`src/rtl/seq_mul.sv`:
```
// Iterative shift-add multiplier: one multiplier bit per clock, signed or
// unsigned per operation, valid/ready handshakes on both sides.
module seq_mul #(
  parameter int WIDTH = 8
) (
  input  logic                 clk,
  input  logic                 rst_n,
  input  logic                 in_valid,
  output logic                 in_ready,
  input  logic [WIDTH-1:0]     a,
  input  logic [WIDTH-1:0]     b,
  input  logic                 is_signed,
  output logic                 out_valid,
  input  logic                 out_ready,
  output logic [2*WIDTH-1:0]   out,
  output logic                 busy
);

  localparam int CW = (WIDTH > 1) ? $clog2(WIDTH) : 1;
  localparam logic [CW-1:0] LAST = CW'(WIDTH - 1);

  typedef enum logic [1:0] {IDLE, CALC, DONE} state_t;

  state_t               state_reg;
  logic [WIDTH-1:0]     mcand_reg;
  logic [2*WIDTH-1:0]   acc_reg;
  logic [CW-1:0]        count_reg;
  logic                 neg_reg;
  logic [2*WIDTH-1:0]   out_reg;
  logic                 out_valid_reg;
  logic                 in_ready_reg;
  logic                 busy_reg;

  logic [WIDTH-1:0]     a_mag;
  logic [WIDTH-1:0]     b_mag;
  logic [WIDTH:0]       sum;
  logic [2*WIDTH-1:0]   acc_next;

  // The most-negative value negates to itself, which read as unsigned is its magnitude.
  always_comb begin
    a_mag = (is_signed && a[WIDTH-1]) ? -a : a;
    b_mag = (is_signed && b[WIDTH-1]) ? -b : b;
  end

  // Upper half plus carry holds the partial product; the low half shifts the
  // multiplier out as the product bits shift in.
  always_comb begin
    sum      = {1'b0, acc_reg[2*WIDTH-1:WIDTH]} + (acc_reg[0] ? {1'b0, mcand_reg} : '0);
    acc_next = {sum, acc_reg[WIDTH-1:1]};
  end

  always_ff @(posedge clk or negedge rst_n) begin
    if (!rst_n) begin
      state_reg     <= IDLE;
      mcand_reg     <= '0;
      acc_reg       <= '0;
      count_reg     <= '0;
      neg_reg       <= 1'b0;
      out_reg       <= '0;
      out_valid_reg <= 1'b0;
      in_ready_reg  <= 1'b1;
      busy_reg      <= 1'b0;
    end else begin
      case (state_reg)
        IDLE: begin
          if (in_valid && in_ready_reg) begin
            mcand_reg    <= a_mag;
            acc_reg      <= {{WIDTH{1'b0}}, b_mag};
            neg_reg      <= is_signed & (a[WIDTH-1] ^ b[WIDTH-1]);
            count_reg    <= '0;
            in_ready_reg <= 1'b0;
            busy_reg     <= 1'b1;
            state_reg    <= CALC;
          end
        end
        CALC: begin
          acc_reg   <= acc_next;
          count_reg <= count_reg + 1'b1;
          if (count_reg == LAST) begin
            out_reg       <= neg_reg ? -acc_next : acc_next;
            out_valid_reg <= 1'b1;
            state_reg     <= DONE;
          end
        end
        DONE: begin
          if (out_ready) begin
            out_valid_reg <= 1'b0;
            in_ready_reg  <= 1'b1;
            busy_reg      <= 1'b0;
            state_reg     <= IDLE;
          end
        end
        default: begin
          state_reg     <= IDLE;
          out_valid_reg <= 1'b0;
          in_ready_reg  <= 1'b1;
          busy_reg      <= 1'b0;
        end
      endcase
    end
  end

  assign in_ready  = in_ready_reg;
  assign out_valid = out_valid_reg;
  assign out       = out_reg;
  assign busy      = busy_reg;

endmodule

```
`config.mk`:
```
export PLATFORM = sky130hd
export DESIGN_NAME = seq_mul
export DESIGN_NICKNAME = d
export VERILOG_FILES = /design/src/rtl/seq_mul.sv
export SDC_FILE = /design/constraint.sdc
export NUM_CORES = 1
export LEC_CHECK = 0
export BUFFER_PORTS_ARGS = -buffer_cell sky130_fd_sc_hd__buf_4
export CAP_MARGIN = 0
export CORE_MARGIN = 2
export CORE_UTILIZATION = 52
export CTS_CLUSTER_DIAMETER = 80
export DETAILED_ROUTE_END_ITERATION = 8
export GPL_ROUTABILITY_DRIVEN = 0
export HOLD_SLACK_MARGIN = 0.1
export MAX_ROUTING_LAYER = met4
export PLACE_DENSITY = 0.76
export RECOVER_POWER = 50
export REMOVE_ABC_BUFFERS = 1
export SLEW_MARGIN = 25
export SYNTH_ARGS = -nofsm -noshare
export SYNTH_HDL_FRONTEND = slang
export SYNTH_SLANG_ARGS = --single-unit
```
`constraint.sdc`:
```
create_clock -name clk -period 2.7 [get_ports clk]
set_input_delay 0.405 -clock clk [delete_from_list [all_inputs] [get_ports clk]]
set_output_delay 0.405 -clock clk [all_outputs]
set_load 0.02 [all_outputs]
```
==> impl_metrics.yaml <==
status:
  outcome: "finished clean"
worst_setup_path:
  ff2ff_path_depth: 9
  classification_of_the_worst_setup_path: "register to register"
  cp-start-kind: "register"
  worstReg2RegStart: "acc_reg[0]"
  r2r_end: "out[15]"
  r2r_setup_slack_ns: 0.06
  timing.critical_path.to: "out[15]"
  setup.worst_path.end_class: "register"
  crit_required_ns: 2.95
  timing.critical_path.fanout_max: 3
  critPathArrivalTime_ns: 2.89
  crit_start: "acc_reg[0]"
timing:
  finalHoldViolCount: 0
  finalSetupViolCount: 0
  max_slew_margin_pct: 21.1
  slew_at_the_pin_with_the_worst_max_slew_slack_ns: 1.18
  post-route-period-util_pct: 97.8
  final.setup_skew_ns: 0.0101
  timing.fmax_mhz: 379
  finalWorstSetupSlack_ns: 0.0603
  final_period_minus_worst_setup_slack_ns: 2.64
  maxSlewViolCount: 0
  hold-worst-slack_ns: 0.314
synthesis:
  ys_dominant_reg_cell: "dfrtp_1"
  synth_cell_type_count: 47
  synth_top_family_by_area: "simple AND/OR/NAND/NOR gates"
  synth-adder-area-share_pct: 6.32
  seq_area_frac_synth_pct: 42.5
  synth_compound_gate_area_share_pct: 19.1
  ys_seq_elements: 49
  muxShareOfSynthArea_pct: 1.04
  synth_edf_count: 0
  post_synth_and_or_nand_nor_area_fraction_pct: 19.9
  asr_flop_ratio_synth_pct: 100
  postSynthCellCount: 318
  synth_area_um2: 2890
  avgSynthCellArea_um2: 9.08
  yosys_warnings: 0
  area_share_of_xor_xnor_cells_in_the_synthesized_design_pct: 8.49
clock_network:
  cell_chosen_for_the_clock_root: "clkbuf_8"
  post_cts_hold_buffer_count: 0
  cts_tree: "built"
  max-clock-path-buffers: 2
  cts_buffers: 5
  clk-insertion-delay-late_ns: 0.31
  cts-htree-levels: 2
  clk_pin_slew_worst_paths_ns: 0.09
  clkSinkCount: 49
drt:
  routed-via-count: 2407
  dr.pass1.iters: 4
  drt_drc: 0
  wl_per_cell_um: 13.9
  route.antenna.remaining_nets: 0
  wl_um: 6070
  vias_per_cell: 5.51
  first_iter_violations: 128
global_routing:
  grt_busiest_layer: "met2"
  globalRouteMet3Util_pct: 2.41
  grt_max_degree: 50
  overall_track_demand_over_capacity_in_global_routing_pct: 22.3
  vias_in_the_first_global_route: 2394
  globalRouteOverflowTotal: 0
  grt_first_pass_wirelength_um: 10700
  groute.layer.met2.usage_pct: 38.2
  grt_antenna_before_repair: 0
  globalRouteMet1Util_pct: 27.8
cells_and_area:
  regArea_um2: 1230
  multi_input_area_um2: 1650
  final_nets: 399
  drive_above_1_share_pct: 20.0
  fill_cells: 456
  stdcell_count: 437
  area_growth_syn_to_layout_pct: 20.7
  diodes: 0
die:
  die-height_um: 78.5
  die_x_um: 78.5
  dieArea_um2: 6170
  start_util_pct: 53.1
  num_io_pins: 40
  core-area_um2: 5440
  std_cell_rows: 27
power_and_ir_drop:
  leakage_power_of_the_design_uw: 0.00164
  finalPower_uw: 3540
  ir_drop_mv: 0.563
  power-per-cell-area_nw_per_um2: 1010
place:
  dp.final_hpwl_um: 4410
  portBuffers: 39
  place_inst: 426
  pre_cts_ws_ns: -0.0139
flow_run:
  drv.max_cap_violation_count: 0
worst_hold_path:
  min_path_type: "input pin to async pin"
==> critical path, stage by stage, from the launching register on <==
cell      delay, ns
dfrtp_1        0.41
and2_4         0.14
ha_2           0.17
fa_2           0.35
a21o_4         0.23
a221oi_4       0.29
xnor2_2        0.10
or4_4          0.51
and4bb_1       0.26
a211o_1        0.09
==> per-stage QoR <==
step	TNS, ns	cell area, um2	utilization, %
3_3_place_gp	0	3290	60.6
6_report	0	3490	64.1
2_1_floorplan	0	2840	-
3_5_place_dp	-0.0139	3290	60.6
4_1_cts	0	3450	63.4
5_1_grt	-0.0192	3490	64.1
==> synthesized netlist by cell type, types with 3 or more instances <==
master / count / share of area, %
nand2_1: 52 / 6.8
dfrtp_1: 48 / 42
o21ai_1: 39 / 6.8
nor2_1: 17 / 2.2
xnor2_1: 14 / 4.2
xor2_1: 14 / 4.2
ha_1: 13 / 5.6
nand3_1: 13 / 2.3
clkbuf_1: 11 / 1.4
and2_1: 9 / 1.9
inv_1: 9 / 1.2
a22oi_1: 8 / 2.1
a21oi_1: 7 / 1.2
o21ai_0: 6 / 1.0
a31oi_1: 5 / 1.1
nor3_1: 5 / 0.87
o31ai_1: 5 / 1.3
nand2b_1: 4 / 0.87
o41ai_1: 4 / 1.2
or3_1: 4 / 0.87
mux2i_1: 3 / 1.0
==> kinds of logic after synthesis <==
kind of cell               after synthesis
and+or+nand+nor                        117
AOI/OAI and AO/OA                       86
DFF                                     49
xor gates and xnor gates                28
buffers and inverters                   21
adders and majority gates               14
muxes                                    3
==> per-layer routing <==
layer  wire length [um]  vias to the layer above
met3                207                        7
met1               2750                     1133
met4                 87                        0
li1                   -                     1217
met2               3020                       50
met5                  0                        -
==> worst min-delay path by stage <==
| stage | from | cells past startpoint | to |
|---|---|---|---|
| floorplan | rst_n | 0 | acc_reg[0] |
| global placement | mcand_reg[7] | 2 | mcand_reg[7] |
| detailed placement | rst_n | 1 | state_reg[1] |
| CTS | rst_n | 1 | busy |
| global route | b[3] | 3 | acc_reg[3] |
| finish | rst_n | 1 | busy |
==> power breakdown <==
| part | internal [uW] | switching, uW | leakage, uW |
|---|---|---|---|
| logic | 724 | 908 | 0.000937 |
| clock network | 368 | 251 | 0.0000681 |
| registers | 1020 | 268 | 0.000632 |
| total | 2110 | 1430 | 0.00164 |
==> cells in the final DEF, fill, tap and decap left out, types with 2 or more instances in the layout <==
cell type	n
and2_4	2
a31oi_1	5
nor2_1	17
o21ai_1	39
a21oi_1	7
or3_1	4
clkbuf_8	5
nor2b_1	2
nand3_1	13
a22oi_1	8
bufinv_16	2
ha_1	10
ha_4	2
o41ai_1	3
dfrtp_1	48
nor3_1	5
buf_4	44
o31ai_1	5
o21ai_0	6
clkbuf_1	6
xnor2_1	13
xor2_1	14
nand2b_1	4
inv_1	9
and2_1	7
nand2_1	52
mux2i_1	3
==> repair_timing <==
action,in CTS,in global routing
pin swaps,3,3
cloned,0,0
resized for setup,1,9
setup buffers,2,1
setup endpoints to repair,1,2
==> layout make-up <==
cell class	count	area share, %
Clock buffer	5	1.97
Clock inverter	3	1.87
Sequential cell	49	35.2
Timing Repair Buffer	51	10.3
Multi-Input combinational cell	248	47.2
Tap cell	72	2.58
Inverter	9	0.968
Power figures use the tool's default switching activity.
